[config.mk]
export PLATFORM = sky130hd
export DESIGN_NAME = axis_out_downsizer
export DESIGN_NICKNAME = d
export VERILOG_FILES = /design/src/rtl/axis_out_pkg.sv /design/src/rtl/axis_out_slice_mux.sv /design/src/rtl/axis_out_downsizer.sv
export SDC_FILE = /design/constraint.sdc
export NUM_CORES = 1
export LEC_CHECK = 0
export BUFFER_PORTS_ARGS = -buffer_cell sky130_fd_sc_hd__buf_2
export CAP_MARGIN = 20
export CORE_MARGIN = 4
export CORE_UTILIZATION = 46
export DETAILED_ROUTE_END_ITERATION = 16
export PLACE_DENSITY = 0.76
export SETUP_SLACK_MARGIN = 0.5
export SLEW_MARGIN = 10
export SYNTH_ARGS = -nofsm -noshare
export SYNTH_HDL_FRONTEND = slang
export SYNTH_SLANG_ARGS = --single-unit
[constraint.sdc]
create_clock -name aclk -period 2.7 [get_ports aclk]
set_input_delay 0.405 -clock aclk [delete_from_list [all_inputs] [get_ports aclk]]
set_output_delay 0.405 -clock aclk [all_outputs]
set_load 0.05 [all_outputs]
[src/rtl/axis_out_pkg.sv]
// Shared definitions for the AXI-Stream output downsizer.
// Default geometry, sub-beat index width helper and the accumulator word type.
package axis_out_pkg;

  localparam int unsigned WORD_WIDTH_DEF = 32;
  localparam int unsigned S_WORDS_DEF    = 8;
  localparam int unsigned M_WORDS_DEF    = 2;
  localparam int unsigned RATIO          = S_WORDS_DEF / M_WORDS_DEF;
  localparam int unsigned IDX_W          = $clog2(RATIO);

  typedef logic [WORD_WIDTH_DEF-1:0] word_t;

  typedef enum logic {
    ST_EMPTY = 1'b0,
    ST_FULL  = 1'b1
  } state_e;

  // Index width for a given number of sub-beats, never below one bit.
  function automatic int unsigned idx_w_of(input int unsigned ratio);
    return (ratio < 2) ? 1 : $clog2(ratio);
  endfunction

endpackage

[src/rtl/axis_out_slice_mux.sv]
// Selects one narrow sub-beat (data and keep) out of the held wide beat.
module axis_out_slice_mux
  import axis_out_pkg::*;
#(
  parameter int unsigned WORD_WIDTH = WORD_WIDTH_DEF,
  parameter int unsigned S_WORDS    = S_WORDS_DEF,
  parameter int unsigned M_WORDS    = M_WORDS_DEF,
  parameter int unsigned SEL_W      = IDX_W
) (
  input  logic [S_WORDS*WORD_WIDTH-1:0] hold_data,
  input  logic [S_WORDS-1:0]            hold_keep,
  input  logic [SEL_W-1:0]              idx,
  output logic [M_WORDS*WORD_WIDTH-1:0] tdata_c,
  output logic [M_WORDS-1:0]            tkeep_c
);

  localparam int unsigned N_SUB = S_WORDS / M_WORDS;
  localparam int unsigned SUB_W = M_WORDS * WORD_WIDTH;

  // Constant-slice decode keeps the selector free of variable part-selects.
  always_comb begin
    tdata_c = '0;
    tkeep_c = '0;
    for (int unsigned i = 0; i < N_SUB; i++) begin
      if (idx == SEL_W'(i)) begin
        tdata_c = hold_data[i*SUB_W +: SUB_W];
        tkeep_c = hold_keep[i*M_WORDS +: M_WORDS];
      end
    end
  end

endmodule

[src/rtl/axis_out_downsizer.sv]
// Wide-to-narrow AXI-Stream downsizer on the accelerator output path.
// Holds one wide beat and replays it lowest word first as S_WORDS/M_WORDS
// narrow beats; a new wide beat may load as the final sub-beat leaves.
// Optional build macro AXIS_OUT_DOWNSIZER_SKIP_NULL_EN: trailing sub-beats
// with no keep bits set are not emitted and tlast moves to the last live one.
module axis_out_downsizer
  import axis_out_pkg::*;
#(
  parameter int unsigned WORD_WIDTH = WORD_WIDTH_DEF,
  parameter int unsigned S_WORDS    = S_WORDS_DEF,
  parameter int unsigned M_WORDS    = M_WORDS_DEF
) (
  input  logic                          aclk,
  input  logic                          areset,
  input  logic                          s_axis_tvalid,
  output logic                          s_axis_tready,
  input  logic [S_WORDS*WORD_WIDTH-1:0] s_axis_tdata,
  input  logic [S_WORDS-1:0]            s_axis_tkeep,
  input  logic                          s_axis_tlast,
  output logic                          m_axis_tvalid,
  input  logic                          m_axis_tready,
  output logic [M_WORDS*WORD_WIDTH-1:0] m_axis_tdata,
  output logic [M_WORDS-1:0]            m_axis_tkeep,
  output logic                          m_axis_tlast
);

  localparam int unsigned N_SUB  = S_WORDS / M_WORDS;
  localparam int unsigned SEL_W  = idx_w_of(N_SUB);
  localparam int unsigned DATA_W = S_WORDS * WORD_WIDTH;
  localparam logic [SEL_W-1:0] TOP_IDX = SEL_W'(N_SUB - 1);

  // Geometry must split evenly into at least two sub-beats.
  if (((S_WORDS % M_WORDS) != 0) || (N_SUB < 2)) begin : g_bad_cfg
    $error("axis_out_downsizer: S_WORDS must be a multiple of M_WORDS with ratio >= 2");
  end

  state_e             state_q, state_d;
  logic [DATA_W-1:0]  data_q, data_d;
  logic [S_WORDS-1:0] keep_q, keep_d;
  logic               last_q, last_d;
  logic [SEL_W-1:0]   idx_q, idx_d;
  logic [SEL_W-1:0]   last_idx_c;
  logic               at_last_c;
  logic               m_hs_c;
  logic               s_ready_c;
  logic               s_hs_c;
  logic               load_c;

`ifdef AXIS_OUT_DOWNSIZER_SKIP_NULL_EN
  logic [SEL_W-1:0] last_idx_q, last_idx_d;
  logic [SEL_W-1:0] load_last_idx_c;
  logic             load_any_c;

  // Highest sub-beat of the incoming beat that carries any keep bit.
  always_comb begin
    load_last_idx_c = '0;
    load_any_c      = 1'b0;
    for (int unsigned i = 0; i < N_SUB; i++) begin
      if (|s_axis_tkeep[i*M_WORDS +: M_WORDS]) begin
        load_last_idx_c = SEL_W'(i);
        load_any_c      = 1'b1;
      end
    end
  end

  assign last_idx_c = last_idx_q;
`else
  assign last_idx_c = TOP_IDX;
`endif

  assign at_last_c = (idx_q == last_idx_c);
  assign m_hs_c    = (state_q == ST_FULL) && m_axis_tready;
  assign s_ready_c = !areset && ((state_q == ST_EMPTY) || (m_hs_c && at_last_c));
  assign s_hs_c    = s_axis_tvalid && s_ready_c;

  // Next-state: load on input handshake, step idx on output handshake.
  always_comb begin
    state_d = state_q;
    data_d  = data_q;
    keep_d  = keep_q;
    last_d  = last_q;
    idx_d   = idx_q;
    load_c  = 1'b0;
`ifdef AXIS_OUT_DOWNSIZER_SKIP_NULL_EN
    last_idx_d = last_idx_q;
`endif

    case (state_q)
      ST_EMPTY: begin
        if (s_hs_c) load_c = 1'b1;
      end
      ST_FULL: begin
        if (m_hs_c) begin
          if (!at_last_c) begin
            idx_d = idx_q + SEL_W'(1);
          end else if (s_hs_c) begin
            load_c = 1'b1;
          end else begin
            state_d = ST_EMPTY;
            idx_d   = '0;
          end
        end
      end
      default: state_d = ST_EMPTY;
    endcase

    if (load_c) begin
      data_d  = s_axis_tdata;
      keep_d  = s_axis_tkeep;
      last_d  = s_axis_tlast;
      idx_d   = '0;
      state_d = ST_FULL;
`ifdef AXIS_OUT_DOWNSIZER_SKIP_NULL_EN
      last_idx_d = load_any_c ? load_last_idx_c : '0;
      // A keep-less beat that does not close a packet carries nothing.
      if (!load_any_c && !s_axis_tlast) state_d = ST_EMPTY;
`endif
    end
  end

  // Control state with synchronous reset; held payload needs none.
  always_ff @(posedge aclk) begin
    if (areset) begin
      state_q <= ST_EMPTY;
      idx_q   <= '0;
      keep_q  <= '0;
      last_q  <= 1'b0;
`ifdef AXIS_OUT_DOWNSIZER_SKIP_NULL_EN
      last_idx_q <= '0;
`endif
    end else begin
      state_q <= state_d;
      idx_q   <= idx_d;
      keep_q  <= keep_d;
      last_q  <= last_d;
`ifdef AXIS_OUT_DOWNSIZER_SKIP_NULL_EN
      last_idx_q <= last_idx_d;
`endif
    end
  end

  // Held wide-beat data register.
  always_ff @(posedge aclk) begin
    data_q <= data_d;
  end

  axis_out_slice_mux #(
    .WORD_WIDTH (WORD_WIDTH),
    .S_WORDS    (S_WORDS),
    .M_WORDS    (M_WORDS),
    .SEL_W      (SEL_W)
  ) u_slice_mux (
    .hold_data (data_q),
    .hold_keep (keep_q),
    .idx       (idx_q),
    .tdata_c   (m_axis_tdata),
    .tkeep_c   (m_axis_tkeep)
  );

  assign s_axis_tready = s_ready_c;
  assign m_axis_tvalid = (state_q == ST_FULL);
  assign m_axis_tlast  = last_q && at_last_c;

endmodule

After elaboration in Yosys (flattened, before gate mapping)
Index checks and enable logic that the tools add are counted.
Widths: inputs -> output; s select.
Storage, ports and cells
  word-level logic and storage cells: 39
  flip-flop bits (word level): 268
  input port bits: 269
Cells by class
  reductions and logical operators: 10
  equality and inequality tests: 4
  add/sub/neg operators: 1
  bitwise operators: 1
  mux-type cells: 18
Operators by type and width (count)
  $mux 64: 4
  $mux 2: 6
  $mux 1: 7
  $logic_and 1x1->1: 5
  $eq 2x2->1 const B: 2
  $reduce_and 3->1: 1
  $add 2x1->2 const B: 1
  $eq 2x1->1 const B: 1
  $logic_not 2->1: 1
  $ne 2x2->1 const B: 1
  $pmux 1 s2: 1
  $reduce_or 2->1: 1
  $logic_not 1->1: 1
  $logic_or 1x1->1: 1
  $not 1->1: 1

Logic depth before layout (Yosys ltp)
Gate-level depths: netlist of the first run.
  depth in word-level cells: 10
  mapped depth: 8
  depth with buffers taken out: 5

Cells and area by module
A second synthesis of the first run with hierarchy kept.
Second synthesis, totals
  cell total of the unflattened synthesis: 382
  area total of the unflattened synthesis: 9835.7 um^2
By module, submodules not included
  axis_out_downsizer: area each 8245.4 um^2, cells each 302, times used 1, seq. area each 7927.6 um^2
  axis_out_slice_mux: area each 1590.3 um^2, cells each 80, times used 1, seq. area each 0.0 um^2

Worst setup path before layout of the first run
Ideal clock, no wire load.
  path kind: register -> register
  from: reg state_q, in the netlist m_axis_tvalid
  to: reg keep_q[0]
  setup time: 0.123 ns
  data arrival time: 2.601 ns
  cell stages (with the launch flop): 5
  path buffers: 1
  setup slack: -0.024 ns
  clock period less this slack: 2.724 ns
  cell sequence: dfxtp_1 a21boi_4 nor3b_4 buf_6 mux2_4
On the way
  word-level cells in the longest chain between the ends: 9
  elaborated cells between the ends (all ways): 10
RTL lines
  from (decl): RTL line axis_out_downsizer.sv:37  | state_e state_q, state_d;
  from (signal assigned): RTL line axis_out_downsizer.sv:132  | state_q <= state_d;
  $logic_and 1x1->1: RTL line axis_out_downsizer.sv:72  | assign m_hs_c = (state_q == ST_FULL) && m_axis_tready;
  $logic_and 1x1->1: RTL line axis_out_downsizer.sv:73  | assign s_ready_c = !areset && ((state_q == ST_EMPTY) || (m_hs_c && at_last_c));
  $logic_or 1x1->1: RTL line axis_out_downsizer.sv:73
  $logic_and 1x1->1: RTL line axis_out_downsizer.sv:73
  $logic_and 1x1->1: RTL line axis_out_downsizer.sv:74  | assign s_hs_c = s_axis_tvalid && s_ready_c;
  $mux 1: RTL line axis_out_downsizer.sv:90, axis_out_downsizer.sv:96
  $mux 1: RTL line axis_out_downsizer.sv:94  | if (!at_last_c) begin
  $mux 1: RTL line axis_out_downsizer.sv:93  | if (m_hs_c) begin
  $pmux 1 s2 (*): RTL line axis_out_downsizer.sv:88  | case (state_q)
  via load_c: RTL line axis_out_downsizer.sv:47  | logic load_c;
  to (signal assigned): RTL line axis_out_downsizer.sv:134  | keep_q <= keep_d;
  to (decl): RTL line axis_out_downsizer.sv:39  | logic [S_WORDS-1:0] keep_q, keep_d;
The timed path passes the listed nets; every way through them passes the cells marked *.
A chain may end at the register's enable or synchronous reset.

Worst setup path after layout of the first run
  from: reg idx_q[1]
  to: out m_axis_tdata[43]
On the way
  word-level cells in the longest chain between the ends: 5
  elaborated cells between the ends (all ways): 8
RTL lines
  from (decl): RTL line axis_out_downsizer.sv:41  | logic [SEL_W-1:0] idx_q, idx_d;
  from (signal assigned): RTL line axis_out_downsizer.sv:133  | idx_q <= idx_d;
  $logic_not 2->1: RTL line axis_out_slice_mux.sv:25  | if (idx == SEL_W'(i)) begin
  $mux 64 (3 in series): RTL line axis_out_slice_mux.sv:25
  $mux 64 (*): RTL line axis_out_slice_mux.sv:25
  to (decl): RTL line axis_out_downsizer.sv:22  | output logic [M_WORDS*WORD_WIDTH-1:0] m_axis_tdata,
Every way passes the cells marked *; elsewhere a longest branch is shown, timed or not.

==> results of run 1 <==
==> routing by layer <==
layer | track usage [%] | wire length, µm | share of wire [%]
met5 | 0 | 41 | 0.12
met4 | 6.23 | 1170 | 3.5
met3 | 6.89 | 3100 | 9.3
met2 | 40.8 | 16300 | 49
met1 | 29.4 | 12800 | 38
==> worst reg2reg max path, delay by kind of cell (launching register included) <==
kind,cells,cell delay (ns)
DFF,1,0.37
and+or+nand+nor,1,0.28
AOI/OAI and AO/OA,1,0.07
buffers and inverters,5,0.93
adders and majority gates,1,0.17
==> cell families after synthesis <==
kind of cell             Yosys count  share of synthesized area, %
flip-flops                       268                          74.8
AND/OR/NAND/NOR                   88                          3.60
multiplexers                      11                          1.43
buffers and inverters            118                          4.80
AO/OA/AOI/OAI                    260                          14.9
adder cells (fa/ha/maj)            4                         0.472
==> final cells by class <==
class,count,area (µm²),share of cell area [%]
Sequential cell,268,7940,50.8
Timing Repair Buffer,408,3610,23.1
Multi-Input combinational cell,363,2610,16.7
Clock buffer,31,691,4.42
Tap cell,285,357,2.28
Inverter,65,249,1.59
Clock inverter,17,150,0.961
Antenna cell,5,12.5,0.0801
==> power by group <==
part	leakage [nW]	switching, mW	internal [mW]
logic	3.54	0.830	0.627
clock network	0.409	1.49	2.10
registers	2.47	0.0545	4.75
==> state kept, by name (all words and copies together) (netlist names) <==
| name | count |
|---|---|
| data_q | 256 |
| last_q | 1 |
| idx_q | 2 |
| keep_q | 8 |
| m_axis_tvalid | 1 |
==> repair_timing <==
action | 4_1_cts | 5_1_grt
pin swaps | 19 | 29
gates resized for setup | 229 | 99
setup buffers | 16 | 6
cloned | 21 | 15
endpoints found under the setup margin | 67 | 277
==> cell usage in the layout (no fill, tap or decap), types with 3 or more instances in the layout <==
cell,instances
clkbuf_16,41
bufinv_16,3
dfxtp_1,9
mux2_4,8
clkbuf_1,4
buf_4,16
buf_6,66
o21ai_0,10
a22o_1,63
edfxtp_1,256
buf_2,269
buf_12,11
a21oi_2,50
clkinv_1,11
nand2_1,67
a21oi_1,68
inv_1,63
nor2b_1,12
nor2_1,4
o21ai_2,6
o21ai_1,47
buf_16,28
ha_4,4
a21oi_4,8
a221oi_4,3
o31ai_4,3
diode_2,5
buf_8,4
==> final timing paths <==
path / depth (start not counted) / startpoint / to
setup / recovery: 7 / idx_q[1] / m_axis_tdata[43]
hold / removal: 1 / s_axis_tdata[175] / data_q[175]
setup reg to reg: 8 / idx_q[1] / data_q[143]
hold reg to reg: 2 / m_axis_tvalid / idx_q[0]
==> impl_metrics.py, run 1 <==
metrics = {
    "outcome": {
        "status": "complete, no violations",
    },
    "logic_synthesis": {
        "synth_largest_area_cell": "edfxtp_1",
        "yosys.area.top_type_share_pct": 72.6,
        "ys_seq_area_share_pct": 74.8,
        "synth.avg_cell_area_um2": 14.1,
        "synth_cells": 749,
        "synth-edff-count": 256,
        "yosysUniqueCellTypes": 25,
        "synth_area_um2": 10600,
        "yosysMostFrequentCell": "edfxtp_1",
        "synth_common_cells": "edfxtp_1, a21oi_1, nand2_1, inv_1",
        "ys_warn_count": 0,
        "synthTopCellsByArea": "edfxtp_1, a21oi_1, a22o_1, o21ai_0, nand2_1",
        "async_flop_share_pct": 0,
        "synth_seq_cells": 268,
        "syn_nets": 1022,
        "synth_top_flop_cell": "edfxtp_1",
    },
    "layout": {
        "drive_above_1_share_pct": 46.4,
        "finalInstanceArea_um2": 15600,
        "fin_nets": 1406,
        "final_core_util_pct": 69.0,
        "nFillCells": 1562,
        "area_growth_pct": 47.5,
        "final_cell_count_no_fill": 1442,
    },
    "critical_path": {
        "r2r_setup_slack_ns": 0.57,
        "critPathTopFamily": "buffers and inverters",
        "path_cells": "buf_6 -> ha_4 -> buf_16 -> a21oi_4 -> o21ai_0 -> a22o_1 -> buf_6",
        "crit_slowest_cell": "dfxtp_4",
        "critPathBufInv": 3,
        "cp.arrival_ns": 2.13,
        "crit_type": "flip-flop to output port",
        "slowest_delay_ns": 0.36,
        "path_common_cell": "buf_6",
        "required_ns": 2.30,
        "cp-start-kind": "flip-flop",
        "crit_path_max_fanout": 50,
        "endpoint_kind": "output port",
    },
    "clocking": {
        "clk_path_buf_depth": 3,
        "cts_sinks": 268,
        "hold_buffers": 0,
        "cts_buffers": 27,
        "cts_tree": "built",
        "clkLatencyLatePin_ns": 0.54,
        "clk_pin_slew_ns": 0.06,
        "cts_max_level": 1,
        "cts_root_buf": "clkbuf_16",
    },
    "sta": {
        "hold_ws_ns": 0.0399,
        "fmax_ghz": 0.394,
        "min_period_over_period_pct": 93.9,
        "rsz0062_at_grt": "yes",
        "worst_slack_ns": 0.164,
        "report.final.setup_viol": 0,
        "fin_crit_ns": 2.54,
        "tns_ns": 0,
        "hold_viol_final": 0,
        "relSlewSlack_pct": 76.8,
        "report.final.slew_viol_count": 0,
        "skew_ns": 0.0131,
        "worstMarginPinSlew_ns": 0.348,
    },
    "placement": {
        "portBuffers": 337,
        "dpl.hpwl_um": 17100,
        "finalWeightedCongestion": 0.802,
        "post_dp_cell_area_um2": 12700,
        "dp_cells": 1331,
        "pre_cts_ws_ns": 0.332,
    },
    "routing": {
        "drt_iter0_markers": 610,
        "drcViolationCount": 0,
        "wirelength_um": 33400,
        "first_pass_iters": 5,
        "ant_nets": 0,
        "via_per_inst": 5.43,
        "via_count": 7834,
        "post_drt_wl_per_cell_um": 23.1,
    },
    "floorplan": {
        "die-area_um2": 25500,
        "die_h_um": 160,
        "rows": 55,
        "ioPinCount": 338,
        "initial_core_util_pct": 46.8,
        "core_area_um2": 22600,
        "die-width_um": 160,
    },
    "global_route": {
        "overflow": 0,
        "grt_pass1_vias": 8034,
        "antenna_found_initial": 6,
        "grt_pass1_wl_um": 46500,
        "grt_max_degree": 98,
        "grt_usage_pct": 23.6,
    },
    "pwr": {
        "max-vdd-ir-drop_v": 0.000612,
        "power_leakage_nw": 6.42,
        "power_mw": 9.85,
        "pwr_density_cell_nw_per_um2": 630,
    },
    "worst_hold_path": {
        "hp-class": "input pin to flip-flop",
    },
    "job": {
        "cap_violations": 0,
    },
}
No activity file was read; power rests on OpenSTA's default activity.
==> inputs of run 2 (changes only) <==
--- a/config.mk
+++ b/config.mk
@@ -5,6 +5,7 @@
 export SDC_FILE = /design/constraint.sdc
 export NUM_CORES = 1
 export LEC_CHECK = 0
+export ABC_AREA = 1
 export BUFFER_PORTS_ARGS = -buffer_cell sky130_fd_sc_hd__buf_2
 export CAP_MARGIN = 20
 export CORE_MARGIN = 4
==> impl_metrics.py, run 2 <==
metrics = {
    "pwr": {
        "switching_power_mw": 2.73,
        "pwr_density_cell_nw_per_um2": 667,
        "clkPwrFrac_pct": 34.1,
        "p_int_mw": 7.55,
        "power_mw": 10.3,
        "power_leakage_nw": 6.32,
        "max-vdd-ir-drop_v": 0.000580,
        "pwr-share-comb_pct": 19.2,
        "switching_share_pct": 26.6,
        "seq_power_share_pct": 46.7,
    },
    "layout": {
        "drive_above_1_share_pct": 48.9,
        "fin_nets": 1432,
        "finalInstanceArea_um2": 15400,
        "area_growth_pct": 45.3,
        "final_core_util_pct": 68.1,
        "largestRegisters": "data_q: 256 flops, keep_q: 8 flops, idx_q: 2 flops",
        "nFillCells": 1536,
        "final_common_cell": "buf_2",
        "top_register": "data_q",
        "largest_reg_flops": 256,
        "final_cell_mix": "buf_2, edfxtp_1, nand2_1",
        "register_area_um2": 7940,
        "multi_input_area_um2": 2740,
    },
    "global_route": {
        "overflow": 0,
        "grt_pass1_wl_um": 46900,
        "grt_max_degree": 65,
        "antenna_found_initial": 2,
        "grt_pass1_vias": 8306,
        "grt_usage_pct": 23.8,
    },
    "critical_path": {
        "crit_type": "flip-flop to output port",
        "reg2regPathDepth": 8,
        "cp.arrival_ns": 2.06,
        "reg2reg_to": "data_q[241]",
        "reg2reg_from": "idx_q[1]",
        "cp-start-kind": "flip-flop",
        "startpoint": "idx_q[0]",
        "endpoint_kind": "output port",
        "required_ns": 2.30,
        "crit_path_max_fanout": 5,
        "r2r_setup_slack_ns": 0.57,
    },
    "job": {
        "cap_violations": 0,
    },
    "clocking": {
        "cts_sinks": 268,
        "cts_buffers": 27,
        "clkLatencyLatePin_ns": 0.53,
        "cts_tree": "built",
        "cts_max_level": 1,
        "cts_root_buf": "clkbuf_16",
        "clk_pin_slew_ns": 0.06,
        "clk_path_buf_depth": 3,
        "hold_buffers": 0,
    },
    "sta": {
        "report.final.slew_viol_count": 0,
        "min_period_over_period_pct": 91.2,
        "tns_ns": 0,
        "report.final.setup_viol": 0,
        "worstMarginPinSlew_ns": 0.321,
        "relSlewSlack_pct": 78.6,
        "skew_ns": 0.00774,
        "fin_crit_ns": 2.46,
        "rsz0062_at_grt": "yes",
        "hold_ws_ns": 0.0456,
        "fmax_ghz": 0.406,
        "hold_viol_final": 0,
    },
    "routing": {
        "wirelength_um": 34000,
        "first_pass_iters": 6,
        "via_count": 8096,
        "via_per_inst": 5.53,
        "ant_nets": 0,
        "drcViolationCount": 0,
        "post_drt_wl_per_cell_um": 23.2,
        "drt_iter0_markers": 666,
    },
    "logic_synthesis": {
        "async_flop_share_pct": 0,
        "synth_cells": 773,
        "synth_common_cells": "edfxtp_1, nand2_1, a21oi_1, nand3_1, o211ai_1",
        "synth_seq_cells": 268,
        "synth_area_um2": 10600,
        "yosys.area.top_type_share_pct": 72.4,
        "synth_largest_area_cell": "edfxtp_1",
        "ys_seq_area_share_pct": 74.7,
        "synth.avg_cell_area_um2": 13.7,
        "synthTopCellsByArea": "edfxtp_1, nand2_1, o211ai_1, a21oi_1, nand3_1",
        "syn_nets": 1046,
        "yosysUniqueCellTypes": 20,
        "yosysMostFrequentCell": "edfxtp_1",
        "ys_warn_count": 0,
        "synth_top_flop_cell": "edfxtp_1",
        "synth-edff-count": 256,
    },
    "floorplan": {
        "die_h_um": 160,
        "die-area_um2": 25600,
        "ioPinCount": 338,
        "die-width_um": 160,
        "initial_core_util_pct": 46.9,
        "rows": 55,
        "core_area_um2": 22600,
    },
    "worst_hold_path": {
        "hold_path_end": "data_q[9]",
        "hp-class": "input pin to flip-flop",
        "min_path_cells": 1,
        "hold_path_startpoint": "s_axis_tdata[9]",
    },
    "placement": {
        "post_dp_cell_area_um2": 12800,
        "portBuffers": 337,
        "finalWeightedCongestion": 0.852,
        "dpl.hpwl_um": 18400,
    },
    "outcome": {
        "status": "complete, no violations",
    },
}
==> run 2: kinds of logic after synthesis <==
logic type	count (synthesis)	synth area share (%)
flops	268	74.7
simple gates	287	11.2
buf+inv	62	3.23
fa+ha+maj	4	0.472
compound gates	152	10.4
==> run 2: per-layer routing <==
layer | GRT usage (%) | routed length, µm | part of all wire [%]
met1 | 29.0 | 12300 | 36
met2 | 42.0 | 17200 | 50
met3 | 5.73 | 3380 | 9.9
met4 | 7.86 | 1150 | 3.4
met5 | 0 | 24 | 0.071
==> run 2: power groups by stage <==
stage / clock network (mW) / logic (mW) / registers, mW
3_3_place_gp: 0 / 1.47 / 4.88
5_1_grt: 3.75 / 2.08 / 4.82
2_1_floorplan: 0 / 1.00 / 4.88
3_5_place_dp: 0 / 1.49 / 4.89
6_report: 3.50 / 1.97 / 4.81
4_1_cts: 3.56 / 1.85 / 4.80
==> run 2: worst max-delay path by stage <==
stage / depth (start not counted) / to
global route: 9 / m_axis_tdata[55]
floorplan: 3 / data_q[0]
global placement: 9 / m_axis_tdata[3]
detailed placement: 9 / m_axis_tdata[18]
CTS: 8 / m_axis_tdata[29]
finish: 9 / m_axis_tdata[55]
==> run 2: area by class of cell <==
cell class | instances | area share [%]
Clock inverter | 15 | 0.795
Clock buffer | 32 | 4.50
Timing Repair inverter | 4 | 0.260
Multi-Input combinational cell | 443 | 17.7
Sequential cell | 268 | 51.5
Tap cell | 285 | 2.31
Antenna cell | 1 | 0.0162
Timing Repair Buffer | 405 | 22.2
Inverter | 10 | 0.657
==> run 2: through the flow <==
step           instances  setup WS (ns)
4_1_cts             1440          0.237
5_1_grt             1462          0.158
2_1_floorplan        773          0.526
3_5_place_dp        1367          0.395
6_report            1463          0.238
3_3_place_gp        1367          0.465
==> run 2: timing repair <==
item	4_1_cts	5_1_grt
hold endpoints to repair	0	0
gates resized for setup	196	83
cloned	15	16
buffers inserted	11	6
pin swaps	26	48
setup endpoints to repair	270	239
==> run 2: worst max-delay path, cell delays in order, from the launching register on <==
cell and delay [ns]:
dfxtp_4 0.38, inv_6 0.08, ha_4 0.21, buf_6 0.15
buf_12 0.13, nand2_4 0.05, nand2_2 0.05, o211ai_2 0.08
a21oi_2 0.20, buf_6 0.19
